==> src/rtl/lcd_timing_pkg.sv <==
// lcd_timing_pkg: shared timing constants for the 480x272 RGB panel.
//   Holds the default horizontal/vertical segment lengths, the derived line
//   and frame totals, the coordinate width, the colour struct and a small
//   window-decode helper. The control module may reuse these for placement.
package lcd_timing_pkg;

    localparam int COORD_W = 11;

    localparam int H_SYNC_DEF  = 41;
    localparam int H_BACK_DEF  = 2;
    localparam int H_DISP_DEF  = 480;
    localparam int H_FRONT_DEF = 2;
    localparam int V_SYNC_DEF  = 10;
    localparam int V_BACK_DEF  = 2;
    localparam int V_DISP_DEF  = 272;
    localparam int V_FRONT_DEF = 2;

    localparam int H_TOTAL_DEF = H_SYNC_DEF + H_BACK_DEF + H_DISP_DEF + H_FRONT_DEF;
    localparam int V_TOTAL_DEF = V_SYNC_DEF + V_BACK_DEF + V_DISP_DEF + V_FRONT_DEF;

    typedef logic [COORD_W-1:0] coord_t;

    typedef struct packed {
        logic [7:0] r;
        logic [7:0] g;
        logic [7:0] b;
    } rgb_t;

    // True when c lies in the inclusive window [lo, hi].
    function automatic logic in_window(coord_t c, coord_t lo, coord_t hi);
        return (c >= lo) && (c <= hi);
    endfunction

endpackage

==> src/rtl/lcd_sync_module_if.sv <==
// lcd_sync_module_if: pixel-coordinate link between lcd_sync_module (master)
//   and lcd_control_module (slave).
//   master: drives ready_sig, column_addr_sig, row_addr_sig; reads colour.
//   slave : reads coordinates; returns red_sig/green_sig/blue_sig.
interface lcd_sync_module_if;
    import lcd_timing_pkg::*;

    logic       ready_sig;
    coord_t     column_addr_sig;
    coord_t     row_addr_sig;
    logic [7:0] red_sig;
    logic [7:0] green_sig;
    logic [7:0] blue_sig;

    modport master (
        output ready_sig, column_addr_sig, row_addr_sig,
        input  red_sig, green_sig, blue_sig
    );

    modport slave (
        input  ready_sig, column_addr_sig, row_addr_sig,
        output red_sig, green_sig, blue_sig
    );

endinterface

==> src/rtl/lcd_delay_line.sv <==
// lcd_delay_line: DEPTH-stage register delay line of WIDTH bits.
//   clk  : clock
//   rst  : asynchronous active-high reset, clears every stage to 0
//   din  : input word
//   dout : din delayed by DEPTH clocks
module lcd_delay_line #(
    parameter int WIDTH = 3,
    parameter int DEPTH = 2
) (
    input  logic             clk,
    input  logic             rst,
    input  logic [WIDTH-1:0] din,
    output logic [WIDTH-1:0] dout
);

    logic [DEPTH-1:0][WIDTH-1:0] pipe_q, pipe_d;

    always_comb begin
        pipe_d    = '0;
        pipe_d[0] = din;
        for (int i = 1; i < DEPTH; i++) pipe_d[i] = pipe_q[i-1];
    end

    always_ff @(posedge clk or posedge rst) begin
        if (rst) pipe_q <= '0;
        else     pipe_q <= pipe_d;
    end

    assign dout = pipe_q[DEPTH-1];

endmodule

==> src/rtl/lcd_sync_module.sv <==
// lcd_sync_module: timing generator and panel driver for the 480x272 LCD.
//   clk, rst   : pixel clock, asynchronous active-high reset
//   px         : coordinate/colour link (master side) to lcd_control_module
//   frame_done : one-cycle pulse on the last clock of each frame
//   lcd_hsync, lcd_vsync, lcd_de : panel syncs and data enable, delayed
//                PIPE_DELAY clocks to line up with the colour pipeline
//   lcd_r/g/b  : registered colour, forced to 0 outside the delayed DE
module lcd_sync_module
    import lcd_timing_pkg::*;
#(
    parameter int H_SYNC     = H_SYNC_DEF,
    parameter int H_BACK     = H_BACK_DEF,
    parameter int H_DISP     = H_DISP_DEF,
    parameter int H_FRONT    = H_FRONT_DEF,
    parameter int V_SYNC     = V_SYNC_DEF,
    parameter int V_BACK     = V_BACK_DEF,
    parameter int V_DISP     = V_DISP_DEF,
    parameter int V_FRONT    = V_FRONT_DEF,
    parameter bit SYNC_POL   = 1'b0,
    parameter int PIPE_DELAY = 2
) (
    input  logic              clk,
    input  logic              rst,
    lcd_sync_module_if.master px,
    output logic              frame_done,
    output logic              lcd_hsync,
    output logic              lcd_vsync,
    output logic              lcd_de,
    output logic [7:0]        lcd_r,
    output logic [7:0]        lcd_g,
    output logic [7:0]        lcd_b
);

    localparam int     H_TOTAL  = H_SYNC + H_BACK + H_DISP + H_FRONT;
    localparam int     V_TOTAL  = V_SYNC + V_BACK + V_DISP + V_FRONT;
    localparam coord_t H_LAST   = coord_t'(H_TOTAL - 1);
    localparam coord_t V_LAST   = coord_t'(V_TOTAL - 1);
    localparam coord_t H_ACT_LO = coord_t'(H_SYNC + H_BACK);
    localparam coord_t H_ACT_HI = coord_t'(H_SYNC + H_BACK + H_DISP - 1);
    localparam coord_t V_ACT_LO = coord_t'(V_SYNC + V_BACK);
    localparam coord_t V_ACT_HI = coord_t'(V_SYNC + V_BACK + V_DISP - 1);
    localparam coord_t H_SYNC_N = coord_t'(H_SYNC);
    localparam coord_t V_SYNC_N = coord_t'(V_SYNC);

    coord_t h_cnt_q, h_cnt_d;
    coord_t v_cnt_q, v_cnt_d;
    rgb_t   col_q, col_d;

    // v_cnt only moves on the line wrap; both wrap together at frame end.
    always_comb begin
        h_cnt_d = h_cnt_q + 1'b1;
        v_cnt_d = v_cnt_q;
        if (h_cnt_q == H_LAST) begin
            h_cnt_d = '0;
            v_cnt_d = (v_cnt_q == V_LAST) ? '0 : v_cnt_q + 1'b1;
        end
    end

    always_comb col_d = {px.red_sig, px.green_sig, px.blue_sig};

    always_ff @(posedge clk or posedge rst) begin
        if (rst) begin
            h_cnt_q <= '0;
            v_cnt_q <= '0;
            col_q   <= '0;
        end else begin
            h_cnt_q <= h_cnt_d;
            v_cnt_q <= v_cnt_d;
            col_q   <= col_d;
        end
    end

    // Decode straight off the counters: coordinates carry no extra latency.
    logic h_act, v_act, ready, hs_raw, vs_raw;

    assign h_act  = in_window(h_cnt_q, H_ACT_LO, H_ACT_HI);
    assign v_act  = in_window(v_cnt_q, V_ACT_LO, V_ACT_HI);
    assign ready  = h_act & v_act;
    assign hs_raw = h_cnt_q < H_SYNC_N;
    assign vs_raw = v_cnt_q < V_SYNC_N;

    assign px.ready_sig       = ready;
    assign px.column_addr_sig = ready ? h_cnt_q - H_ACT_LO : '0;
    assign px.row_addr_sig    = ready ? v_cnt_q - V_ACT_LO : '0;
    assign frame_done         = (h_cnt_q == H_LAST) && (v_cnt_q == V_LAST);

    // Syncs and DE ride the same delay as the colour: control-module ROM
    // latency plus the colour register above.
    logic [2:0] dly_out;
    logic       hs_dly, vs_dly, de_dly;

    lcd_delay_line #(.WIDTH(3), .DEPTH(PIPE_DELAY)) u_dly (
        .clk  (clk),
        .rst  (rst),
        .din  ({hs_raw, vs_raw, ready}),
        .dout (dly_out)
    );

    assign {hs_dly, vs_dly, de_dly} = dly_out;

    // Reset clears the delay line, so pins idle at the inactive level.
    assign lcd_hsync = hs_dly ^ ~SYNC_POL;
    assign lcd_vsync = vs_dly ^ ~SYNC_POL;
    assign lcd_de    = de_dly;
    assign lcd_r     = de_dly ? col_q.r : 8'h00;
    assign lcd_g     = de_dly ? col_q.g : 8'h00;
    assign lcd_b     = de_dly ? col_q.b : 8'h00;

endmodule

==> src/flat_wrapper.sv <==
// flat-port wrapper written by rule: the top's interface ports become plain ports
module lcd_sync_module_flat import lcd_timing_pkg::*;
#(
    parameter int H_SYNC     = H_SYNC_DEF,
    parameter int H_BACK     = H_BACK_DEF,
    parameter int H_DISP     = H_DISP_DEF,
    parameter int H_FRONT    = H_FRONT_DEF,
    parameter int V_SYNC     = V_SYNC_DEF,
    parameter int V_BACK     = V_BACK_DEF,
    parameter int V_DISP     = V_DISP_DEF,
    parameter int V_FRONT    = V_FRONT_DEF,
    parameter bit SYNC_POL   = 1'b0,
    parameter int PIPE_DELAY = 2
)
  (clk, rst, frame_done, lcd_hsync, lcd_vsync, lcd_de, lcd_r, lcd_g, lcd_b, px_ready_sig, px_column_addr_sig, px_row_addr_sig, px_red_sig, px_green_sig, px_blue_sig);
  lcd_sync_module_if px_i ();
  input  logic clk;
  input  logic rst;
  output logic frame_done;
  output logic lcd_hsync;
  output logic lcd_vsync;
  output logic lcd_de;
  output logic [7:0] lcd_r;
  output logic [7:0] lcd_g;
  output logic [7:0] lcd_b;
  output wire logic [$bits(px_i.ready_sig)-1:0] px_ready_sig;
  output wire logic [$bits(px_i.column_addr_sig)-1:0] px_column_addr_sig;
  output wire logic [$bits(px_i.row_addr_sig)-1:0] px_row_addr_sig;
  input wire logic [$bits(px_i.red_sig)-1:0] px_red_sig;
  input wire logic [$bits(px_i.green_sig)-1:0] px_green_sig;
  input wire logic [$bits(px_i.blue_sig)-1:0] px_blue_sig;
  assign px_ready_sig = px_i.ready_sig;
  assign px_column_addr_sig = px_i.column_addr_sig;
  assign px_row_addr_sig = px_i.row_addr_sig;
  assign px_i.red_sig = px_red_sig;
  assign px_i.green_sig = px_green_sig;
  assign px_i.blue_sig = px_blue_sig;
  lcd_sync_module #(.H_SYNC(H_SYNC), .H_BACK(H_BACK), .H_DISP(H_DISP), .H_FRONT(H_FRONT), .V_SYNC(V_SYNC), .V_BACK(V_BACK), .V_DISP(V_DISP), .V_FRONT(V_FRONT), .SYNC_POL(SYNC_POL), .PIPE_DELAY(PIPE_DELAY)) u_core (.clk(clk), .rst(rst), .px(px_i), .frame_done(frame_done), .lcd_hsync(lcd_hsync), .lcd_vsync(lcd_vsync), .lcd_de(lcd_de), .lcd_r(lcd_r), .lcd_g(lcd_g), .lcd_b(lcd_b));
endmodule
==> config.mk <==
export PLATFORM = sky130hd
export DESIGN_NAME = lcd_sync_module_flat
export DESIGN_NICKNAME = d
export VERILOG_FILES = /design/src/rtl/lcd_timing_pkg.sv /design/src/rtl/lcd_sync_module_if.sv /design/src/rtl/lcd_delay_line.sv /design/src/rtl/lcd_sync_module.sv /design/src/flat_wrapper.sv
export SDC_FILE = /design/constraint.sdc
export NUM_CORES = 1
export LEC_CHECK = 0
export BUFFER_PORTS_ARGS = -buffer_cell sky130_fd_sc_hd__buf_2
export CAP_MARGIN = 0
export CORE_AREA = 2 2 76 78
export DETAILED_ROUTE_END_ITERATION = 7
export DIE_AREA = 0 0 78 80
export PLACE_DENSITY = 0.75
export SYNTH_ARGS = -nofsm -noshare
export SYNTH_HDL_FRONTEND = slang
export SYNTH_SLANG_ARGS = --single-unit
==> constraint.sdc <==
create_clock -name clk -period 3.2 [get_ports clk]
set_input_delay 0.64 -clock clk [delete_from_list [all_inputs] [get_ports clk]]
set_output_delay 0.64 -clock clk [all_outputs]
set_load 0.01 [all_outputs]
==> run metrics, run 1 <==
outcome=completed; Setup crit start=u_core.h_cnt_q[0]$_DFF_PP0_; Worst Skew=5.013 ps; clk sinks=52; ratio of cells with drive above 1 in the final layout=30.70%; unrepaired setup endpoints after global routing=no; Layout Nets=roughly 370; Tmin final=between 3000 and 4000 ps; Post-Syn Area per Cell=10.00 sq um; fmax=between 300 and 400 MHz; Post-Synthesis Cells=about 270; count of cell types in the netlist=44; Internal Pwr Total=around 0.94 mW; Post-synth EDFFs=0; post-synthesis sequential area ratio=between 40% and 50%; HPWL Detailed=between 4000 and 5000 um; #FFs+latches synth=52; Gate power share=2.3%; postcts setup bufs=0; largest area contributor in the netlist=dfrtp_1; sequential power share=58.0%; DR iter-0 viols=~110; GRT Overall Usage=between 10% and 20%; Hold Vio Cnt, Final=0; LEAKAGE=1.623 nW; port bufs=between 70 and 80; # setup viols final=0; Net Count, Synth=300; mapped cell area=~0.0027 sq mm; die width=between 70 and 80 um; Slew Limit Fails=0; Initial Utilization=between 40% and 50%; Hold Slack=between 300 and 400 ps; most common cell after layout, fill and taps aside=buf_2; Critical Path Sink=px_column_addr_sig[6]; CP Data Arrival Time=between 2000 and 2500 ps; Die ar.=between 0.006 and 0.007 sq mm; H-tree Lvls=2; core area=approximately 0.0054 sq mm; ys async rst share=100.0%; IO Pins=77; max_cap viols=0; clk slew on worst S/H paths=90 ps; FF-to-FF setup slack=approximately 850 ps; Synth Warn #=0; Crit Path Category=flop to output pin; switch share=roughly 19%; DRC=0; via density per instance=5.500; initial antenna violation count=0; Longest Clk Path Bufs=2; Fin Setup TNS=0 ps; grt ovf=0; area delta synth->final=22.26%; Avg WL per Cell=between 10 and 15 um; drt total wl=5887 um; placed cell areas=0.003134 sq mm; Slew headroom=a little under a third; number of global-route vias before repair=2,063; TritonCTS Buffers=5; Final Cell Area=about 0.0033 sq mm; crit end category=output pin; worst vdd ir=201.2 uV; reg-to-reg startpoint=u_core.h_cnt_q[8]$_DFF_PP0_; post-route clock period utilization=between 90% and 100%; pwr dens=between 300 and 400 mW/mm^2; switching power=around 0.22 mW; CTS tree=done; pin count of the biggest net entering global routing=53; Yosys top cell area share=approximately half; n_diodes=0; Worst-Skew Late Latency=~300 ps; first-pass GRT wire length=around 9700 um; routed vias=around 2,300; FF-to-FF End=u_core.v_cnt_q[9]$_DFFE_PP0N_; final std cells w/o fill=414; WP data required=between 2000 and 3000 ps; cells on worst reg2reg path=4; CP startpoint kind=flop; FP Rows=27; synth top area cells=dfrtp_1, and2_1, xnor2_1, nor4_1, ha_1; Least-Margin Pin Slew=slightly above 1000 ps; Top FF cell, synth=dfrtp_1; Clk pwr share=approximately two fifths; hold crit path type=flop to flop; root buffer cell=clkbuf_8; Final Wtd Congestion=0.9242; Die Y=around 80 um; Critical Path Fanout Max=9; placed insts=roughly 400; most frequent cells in the layout=buf_2, dfrtp_1, and2_1; Post-DRT Antenna Nets=0; Detailed Routing Iterations Pass 1=4
==> metrics by stage <==
step	setup slack [ps]	utilization [%]	power, mW
2_1_floorplan	359.2	-	0.6977
3_3_place_gp	469.6	57.99	0.7146
3_5_place_dp	370.1	57.99	0.7161
4_1_cts	52.83	60.23	1.179
5_1_grt	8.678	60.39	1.214
6_report	133.0	60.39	1.162
==> worst min path at each step <==
stage	slack [ps]	cells past startpoint	startpoint	endpoint
after floorplan	330	0	u_core.u_dly.pipe_d[3]$_DFF_PP0_	u_core.u_dly.dout[0]$_DFF_PP0_
after global placement	330	0	u_core.u_dly.pipe_d[5]$_DFF_PP0_	u_core.u_dly.dout[2]$_DFF_PP0_
after detailed placement	330	0	u_core.u_dly.pipe_d[5]$_DFF_PP0_	u_core.u_dly.dout[2]$_DFF_PP0_
after CTS	360	0	u_core.u_dly.pipe_d[5]$_DFF_PP0_	u_core.u_dly.dout[2]$_DFF_PP0_
after global routing	350	0	u_core.u_dly.pipe_d[5]$_DFF_PP0_	u_core.u_dly.dout[2]$_DFF_PP0_
final	360	0	u_core.u_dly.pipe_d[5]$_DFF_PP0_	u_core.u_dly.dout[2]$_DFF_PP0_
==> kinds of logic after synthesis <==
group | count (synthesis) | synth area share, %
AO/OA/AOI/OAI | 37 | 8.904
flip-flops | 52 | 48.73
multiplexers | 1 | 0.4217
AND/OR/NAND/NOR | 117 | 26.15
buffers and inverters | 29 | 4.826
other | 1 | 0.1404
adder cells (fa/ha/maj) | 7 | 3.280
XOR/XNOR | 23 | 7.545
==> power by group through the flow <==
stage	clock [mW]	combinational, mW	sequential [mW]
floorplan	0	0.0110	0.687
global route	0.506	0.0314	0.676
global placement	0	0.0274	0.687
finish	0.461	0.0269	0.674
CTS	0.476	0.0285	0.674
detailed placement	0	0.0284	0.688
==> critical path, cell delays in order (launching register included) <==
cell and delay [ps]:
dfrtp_1 370, ha_1 180, or4b_2 580, a21oi_1 180
o22ai_1 130, buf_4 190, nor4_1 300, buf_2 200
==> flip-flops by register name, indices dropped and copies added, names as in the netlist <==
register / cells
u_core.col_q: 24
u_core.h_cnt_q: 11
u_core.u_dly.dout: 3
u_core.u_dly.pipe_d: 3
u_core.v_cnt_q: 11
==> area by class of cell <==
type	count	area [sq um]
fill	456	2141
clock inverter	2	38.79
tap	72	90.09
timing repair buffer	88	473.0
clock buffer	6	82.58
multi-input combinational	186	1247
inverter	8	30.03
sequential	52	1303
==> timing repair <==
item,4_1_cts,5_1_grt
hold endpoints to repair,0,0
hold buffers,0,0
resized for setup,0,3
setup endpoints to repair,0,3
==> cell usage after synthesis, drive strengths merged, types with 2 or more instances <==
cell,instances
a2111oi,2
a211o,2
a21o,4
a21oi,5
a31oi,4
and2,29
and3,5
and4,2
buf,6
clkbuf,15
dfrtp,52
ha,7
inv,8
nand2,14
nand3,8
nand3b,2
nand4,5
nor2,9
nor3,12
nor4,17
nor4b,3
o21a,2
o21ai,12
o22ai,2
or3,4
or4,3
xnor2,15
xor2,8
==> metal layers <==
metal / track usage, % / routed length [um] / vias to the layer above / share of wire, %
met5: 0 / 0 / - / 0
met4: 7.193 / 65 / 0 / 1.1
met3: 4.525 / 557 / 8 / 9.5
met2: 31.21 / 2608 / 129 / 44
met1: 26.58 / 2655 / 1054 / 45
li1: - / - / 1086 / -
Power figures use the tool's default switching activity.
==> run 2: changes to the inputs <==
BUFFER_PORTS_ARGS = -buffer_cell sky130_fd_sc_hd__clkbuf_2   (was -buffer_cell sky130_fd_sc_hd__buf_2)
REMOVE_ABC_BUFFERS = 1   (was unset)
==> run 2 against run 1 <==
Die area unchanged; wire length increased by 3.5%; non-clock buffer count unchanged; critical endpoint is now px_column_addr_sig[8]; count of clock-buffer cells in the layout decreased by 1; via count decreased by 0.18%; largest power group unchanged; worst setup slack improved by 3.1 ps; sequential power about the same; highest routed layer unchanged.
==> run metrics, run 2 (synthesis results as in run 1) <==
outcome=completed; CP startpoint kind=flop; number of global-route vias before repair=1,959 (-5.0%); # setup viols final=0 (unchanged); Critical Path Fanout Max=22 (+13); most common cell after layout, fill and taps aside=clkbuf_2; root buffer cell=clkbuf_8; IO Pins=77 (unchanged); switch share=18.55% (-0.78 points); Crit Path Category=flop to output pin; CP peak stage delay=480 ps (-100 ps); drt total wl=6093 um (+3.5%); Final Wtd Congestion=0.8804 (-4.7%); switching power=0.2255 mW (+0.31%); Largest regs=u_core.col_q: 24 flops, u_core.h_cnt_q: 11 flops, u_core.v_cnt_q: 11 flops; post-route clock period utilization=95.75% (-0.098 points); FP Rows=27 (unchanged); final std cells w/o fill=413 (-0.24%); Tmin final=3064 ps (-3.144 ps); CP Data Arrival Time=2420 ps (about the same); Worst Skew=8.232 ps (+3.219 ps); crit end category=output pin; Layout Nets=374 (unchanged); Die ar.=0.006240 sq mm (unchanged); via density per instance=5.504 (about the same); Slew Limit Fails=0 (unchanged); DRC=0 (unchanged); Hold Slack=355.4 ps (-3.678 ps); Post-DRT Antenna Nets=0 (unchanged); pin count of the biggest net entering global routing=53 (unchanged); Avg WL per Cell=14.75 um (+3.7%); CTS Hold Bufs=0 (unchanged); max FFs per register=24 (unchanged); fmax=326.4 MHz (+0.10%); port bufs=75 (unchanged); sequence of cells on the critical path=or3_1 > a2111o_1 > o22ai_1 > buf_6 > a2111oi_0 > buf_2; n_diodes=0 (unchanged); Slew headroom=28.40% (-2.7 points); Gate power share=2.3% (about the same); Total Power=1.215 mW (+4.5%); worst vdd ir=173.2 uV (-14%); routed vias=2,273 (-0.18%); Initial Utilization=49.40% (unchanged); grt ovf=0 (unchanged); HPWL Detailed=4369 um (+0.46%); Detailed Routing Iterations Pass 1=4 (unchanged); die width=78 um (unchanged); DR iter-0 viols=104 (-0.95%); Clk pwr share=42.2% (+2.5 points); WP data required=2560 ps (about the same); Hold Vio Cnt, Final=0 (unchanged); unrepaired setup endpoints after global routing=no; placed insts=404 (-0.49%); GRT Overall Usage=19.92% (+0.20 points); Die Y=80 um (unchanged); core area=0.005405 sq mm (unchanged); largest register by flop count=u_core.col_q; area delta synth->final=25.07%; clk slew on worst S/H paths=90 ps (about the same); most frequent cells in the layout=clkbuf_2, dfrtp_1, and2_1; Critical Path Slowest Stage Cell=or3_1; hold crit path type=flop to flop; Longest Clk Path Bufs=2 (unchanged); TritonCTS Buffers=5 (unchanged); CTS tree=done; first-pass GRT wire length=9756 um (+0.22%); clk sinks=52 (unchanged); LEAKAGE=1.599 nW (-1.5%); Worst-Skew Late Latency=300 ps (about the same); Least-Margin Pin Slew=1072 ps (+40.24 ps); H-tree Lvls=2 (unchanged); ratio of cells with drive above 1 in the final layout=32.84% (+2.1 points); Internal Pwr Total=0.9898 mW (+5.6%); initial antenna violation count=0 (unchanged); sequential power share=55.5% (-2.5 points); pwr dens=363.9 mW/mm^2 (+2.2%); Fin Setup TNS=0 ps (unchanged); max_cap viols=0 (unchanged); final core occ=61.78% (+1.4 points)
-- run 2: cell count changes in the layout (fill, tap and decap cells not counted), moves of 2 or more --
cell,change
buf_2,-74
nor4_4,+2
nor4_2,+3
clkbuf_2,+74
nor4_1,-5
-- run 2: final cells by class --
| type | instances | area (sq um) |
|---|---|---|
| inverters | 8 | 30.03 |
| clock inverters | 2 | 60.06 |
| fillers | 446 | 2066 |
| flip-flops and latches | 52 | 1303 |
| multi-input cells | 186 | 1311 |
| repair buffers | 88 | 476.7 |
| clock buffers | 5 | 68.82 |
| well taps | 72 | 90.09 |
-- run 2: power groups by stage --
stage / Clock, mW / Combinational, mW / Sequential, mW
4_1_cts: 0.533 / 0.0292 / 0.675
6_report: 0.513 / 0.0276 / 0.675
3_5_place_dp: 0 / 0.0291 / 0.688
5_1_grt: 0.558 / 0.0326 / 0.676
3_3_place_gp: 0 / 0.0277 / 0.687
2_1_floorplan: 0 / 0.0101 / 0.687
-- run 2: repair_timing --
item / 4_1_cts / 5_1_grt
setup buffers: 0 / 2
gates resized for setup: 5 / 10
endpoints found under the setup margin: 7 / 20
-- run 2: final timing paths --
path                                             startpoint                        endpoint  slack (ps)  cells past startpoint
max in group asynchronous                               rst     u_core.h_cnt_q[1]$_DFF_PP0_        1890                      2
setup / recovery                u_core.h_cnt_q[8]$_DFF_PP0_           px_column_addr_sig[8]         140                      6
hold reg to reg            u_core.u_dly.pipe_d[4]$_DFF_PP0_  u_core.u_dly.dout[1]$_DFF_PP0_         360                      0
hold / removal             u_core.u_dly.pipe_d[4]$_DFF_PP0_  u_core.u_dly.dout[1]$_DFF_PP0_         360                      0
setup reg to reg                u_core.h_cnt_q[8]$_DFF_PP0_   u_core.v_cnt_q[9]$_DFFE_PP0N_         890                      4
min in group asynchronous                               rst       u_core.col_q[2]$_DFF_PP0_         580                      2
-- run 2: worst max-delay path, delay by kind of cell, from the launching register on --
family / cells / cell delay [ps]
simple gates: 1 / 480
compound gates: 3 / 740
buf+inv: 2 / 440
flops: 1 / 460
-- run 2: through the flow --
step           setup WS, ps  instance area (sq um)
6_report              136.1                   3339
5_1_grt              0.7592                   3339
4_1_cts               23.66                   3274
3_5_place_dp          241.4                   3119
3_3_place_gp          378.8                   3119
2_1_floorplan         102.7                   2571
-- run 2: per-layer routing --
metal,GRT usage (%),up-vias,share of wire [%]
met3,5.090,9,7.3
met5,0,-,0
met4,5.789,0,1.2
met2,32.24,85,47
li1,-,1089,-
met1,26.53,1090,44
==> run 3: changes to the inputs <==
CORE_AREA = 2 2 75 77   (was 2 2 76 78)
DIE_AREA = 0 0 77 79   (was 0 0 78 80)
PLACE_DENSITY = unset   (was 0.75)
PLACE_DENSITY_LB_ADDON = 0.05   (was unset)
==> run 3 against run 2 <==
Global-route usage rose by 0.29 points; register-to-register slack worse by 40 ps; critical path depth is 1 higher; flip-flop and latch count did not move; combinational power grew 6%; final cell count up 0.48%; core utilization is 0.13 points lower; clock skew grew 2.3 ps; sequential power about the same; critical path type unchanged; critical endpoint unchanged.
==> run metrics, run 3 (synthesis results as in run 1) <==
Least-Margin Pin Slew=687.8 ps (-384.6 ps); switching power=0.2430 mW (+7.8%); Clk pwr share=35.0% (-7.2 points); routed vias=2,214 (-2.6%); Worst Skew=10.53 ps (+2.301 ps); Top Usage Layer GRT=met2; final std cells w/o fill=415 (+0.48%); Total Power=1.083 mW (-11%); Critical Path Fanout Max=6 (-73%); switch share=22.44% (+3.9 points); Longest Clk Path Bufs=2 (unchanged); ratio of cells with drive above 1 in the final layout=32.07% (-0.77 points); Slew Limit Fails=0 (unchanged); CTS tree=done; post-route clock period utilization=96.35% (+0.60 points); Detailed Routing Iterations Pass 1=4 (unchanged); largest register by flop count=u_core.col_q; Internal Pwr Total=0.8399 mW (-15%); H-tree Lvls=2 (unchanged); placed cell areas=0.003142 sq mm (+0.72%); CP Data Arrival Time=2440 ps (+20 ps); LEAKAGE=1.577 nW (-1.4%); Initial Utilization=50.02% (+0.63 points); sequence of cells on the critical path=ha_1 > buf_4 > o21a_1 > o21a_1 > or3_1 > a2111oi_1 > clkbuf_2; TritonCTS Buffers=5 (unchanged); Layout Nets=375 (+0.27%); pin count of the biggest net entering global routing=26 (-51%); Critical Path Slowest Stage Cell=a2111oi_1; fmax=324.3 MHz (-0.62%); via density per instance=5.335 (-3.1%); Final Wtd Congestion=0.8065 (-8.4%); # setup viols final=0 (unchanged); Tmin final=3083 ps (+19.24 ps); core area=0.005338 sq mm (-1.2%); Largest regs=u_core.col_q: 24 flops, u_core.h_cnt_q: 11 flops, u_core.v_cnt_q: 11 flops; most frequent cells in the layout=clkbuf_2, dfrtp_1, and2_1; DRC=0 (unchanged); CP peak stage delay=430 ps (-50 ps); Avg WL per Cell=14.24 um (-3.5%); HPWL Detailed=4314 um (-1.3%); initial antenna violation count=0 (unchanged); CP dominant cell by count=o21a_1; Slew headroom=53.88% (+25 points); FP Rows=27 (unchanged); Die ar.=0.006083 sq mm (-2.5%); port bufs=75 (unchanged); drt total wl=5911 um (-3.0%); met3 Use GR=3.977% (-1.1 points); grt met1 use=29.26% (+2.7 points); WP data required=2560 ps (about the same); grt ovf=0 (unchanged); Die Y=79 um (-1.3%); number of global-route vias before repair=1,960 (+0.051%); outcome=completed; CP delay by family, top=compound AO/OA/AOI/OAI gates; hold crit path type=primary input to async pin; n_diodes=0 (unchanged); Hold Vio Cnt, Final=0 (unchanged); Final Cell Area=0.003291 sq mm (-1.5%); worst vdd ir=169.1 uV (-2.4%); die width=77 um (-1.3%); clk slew on worst S/H paths=100 ps (about the same); M2 GR Usage=31.32% (-0.93 points); sequential power share=62.3% (+6.8 points); GRT Overall Usage=20.21% (+0.29 points); IO Pins=77 (unchanged); max_cap viols=0 (unchanged); clk sinks=52 (unchanged); CP startpoint kind=flop; root buffer cell=clkbuf_8; most common cell after layout, fill and taps aside=clkbuf_2; max FFs per register=24 (unchanged); Crit Path Category=flop to output pin; DR iter-0 viols=85 (-18%); first-pass GRT wire length=9722 um (-0.35%); worst path bufs/invs=2 (unchanged); pwr dens=329.1 mW/mm^2 (-9.6%); area delta synth->final=23.24%; Worst-Skew Late Latency=310 ps (about the same); unrepaired setup endpoints after global routing=yes; Gate power share=2.7% (+0.4 points); crit end category=output pin; placed insts=407 (+0.74%); Fin Setup TNS=0 ps (unchanged); Post-DRT Antenna Nets=0 (unchanged)
-- run 3: cell count changes in the layout (fill, tap and decap cells not counted), moves of 2 or more --
cell       before  now
bufinv_16       2    0
nor4_4          2    0
nor4_2          4    1
nor4_1         11   16
-- run 3: per-layer routing --
| metal | up-vias | wire length [um] | part of all wire (%) |
|---|---|---|---|
| met2 | 85 | 2618 | 44 |
| met5 | - | 0 | 0 |
| met4 | 0 | 60 | 1.0 |
| met1 | 1038 | 2844 | 48 |
| met3 | 6 | 387 | 6.5 |
| li1 | 1085 | - | - |
-- run 3: what timing repair did --
action | CTS | global route
hold buffers | 0 | 0
buffers inserted | 0 | 0
resized for setup | 2 | 11
pin swaps | 0 | 1
endpoints found under the setup margin | 17 | 17
-- run 3: path summary, 6_finish.rpt --
path	startpoint	to	slack, ps	cells after the start
worst min register to register	u_core.u_dly.pipe_d[5]$_DFF_PP0_	u_core.u_dly.dout[2]$_DFF_PP0_	360	0
max in group asynchronous	rst	u_core.col_q[10]$_DFF_PP0_	2250	3
min in group clk	u_core.u_dly.pipe_d[5]$_DFF_PP0_	u_core.u_dly.dout[2]$_DFF_PP0_	360	0
worst max register to register	u_core.h_cnt_q[8]$_DFF_PP0_	u_core.v_cnt_q[9]$_DFFE_PP0N_	850	4
worst max-delay path	u_core.h_cnt_q[0]$_DFF_PP0_	px_column_addr_sig[8]	120	7
worst min-delay path	rst	u_core.h_cnt_q[10]$_DFF_PP0_	310	2
-- run 3: power groups by stage --
stage	registers, mW	logic [mW]	clock network [mW]
floorplan	0.687	0.0101	0
global placement	0.687	0.0301	0
detailed placement	0.687	0.0308	0
CTS	0.674	0.0309	0.387
global route	0.676	0.0345	0.418
finish	0.674	0.0292	0.379
-- run 3: area by class of cell --
class                           instances  area, sq um
Clock inverter                          2        16.27
Multi-Input combinational cell        186         1296
Clock buffer                            6        72.57
Sequential cell                        52         1301
Timing Repair Buffer                   89        484.2
Tap cell                               72        90.09
Fill cell                             481         2047
Inverter                                8        30.03
-- run 3: metrics by stage --
step | setup WS, ps | util, % | hold slack, ps
2_1_floorplan | 102.7 | - | 331.2
3_5_place_dp | 213.0 | 58.86 | 335.6
6_report | 116.9 | 61.65 | 311.6
4_1_cts | 46.07 | 60.71 | 323.3
5_1_grt | -12.04 | 61.65 | 343.8
3_3_place_gp | 274.1 | 58.86 | 331.5
-- run 3: worst register-to-register path: cells and delay by family (launching register included) --
family / cells / cell delay (ps)
mux: 1 / 340
flops: 1 / 470
simple gates: 3 / 1430
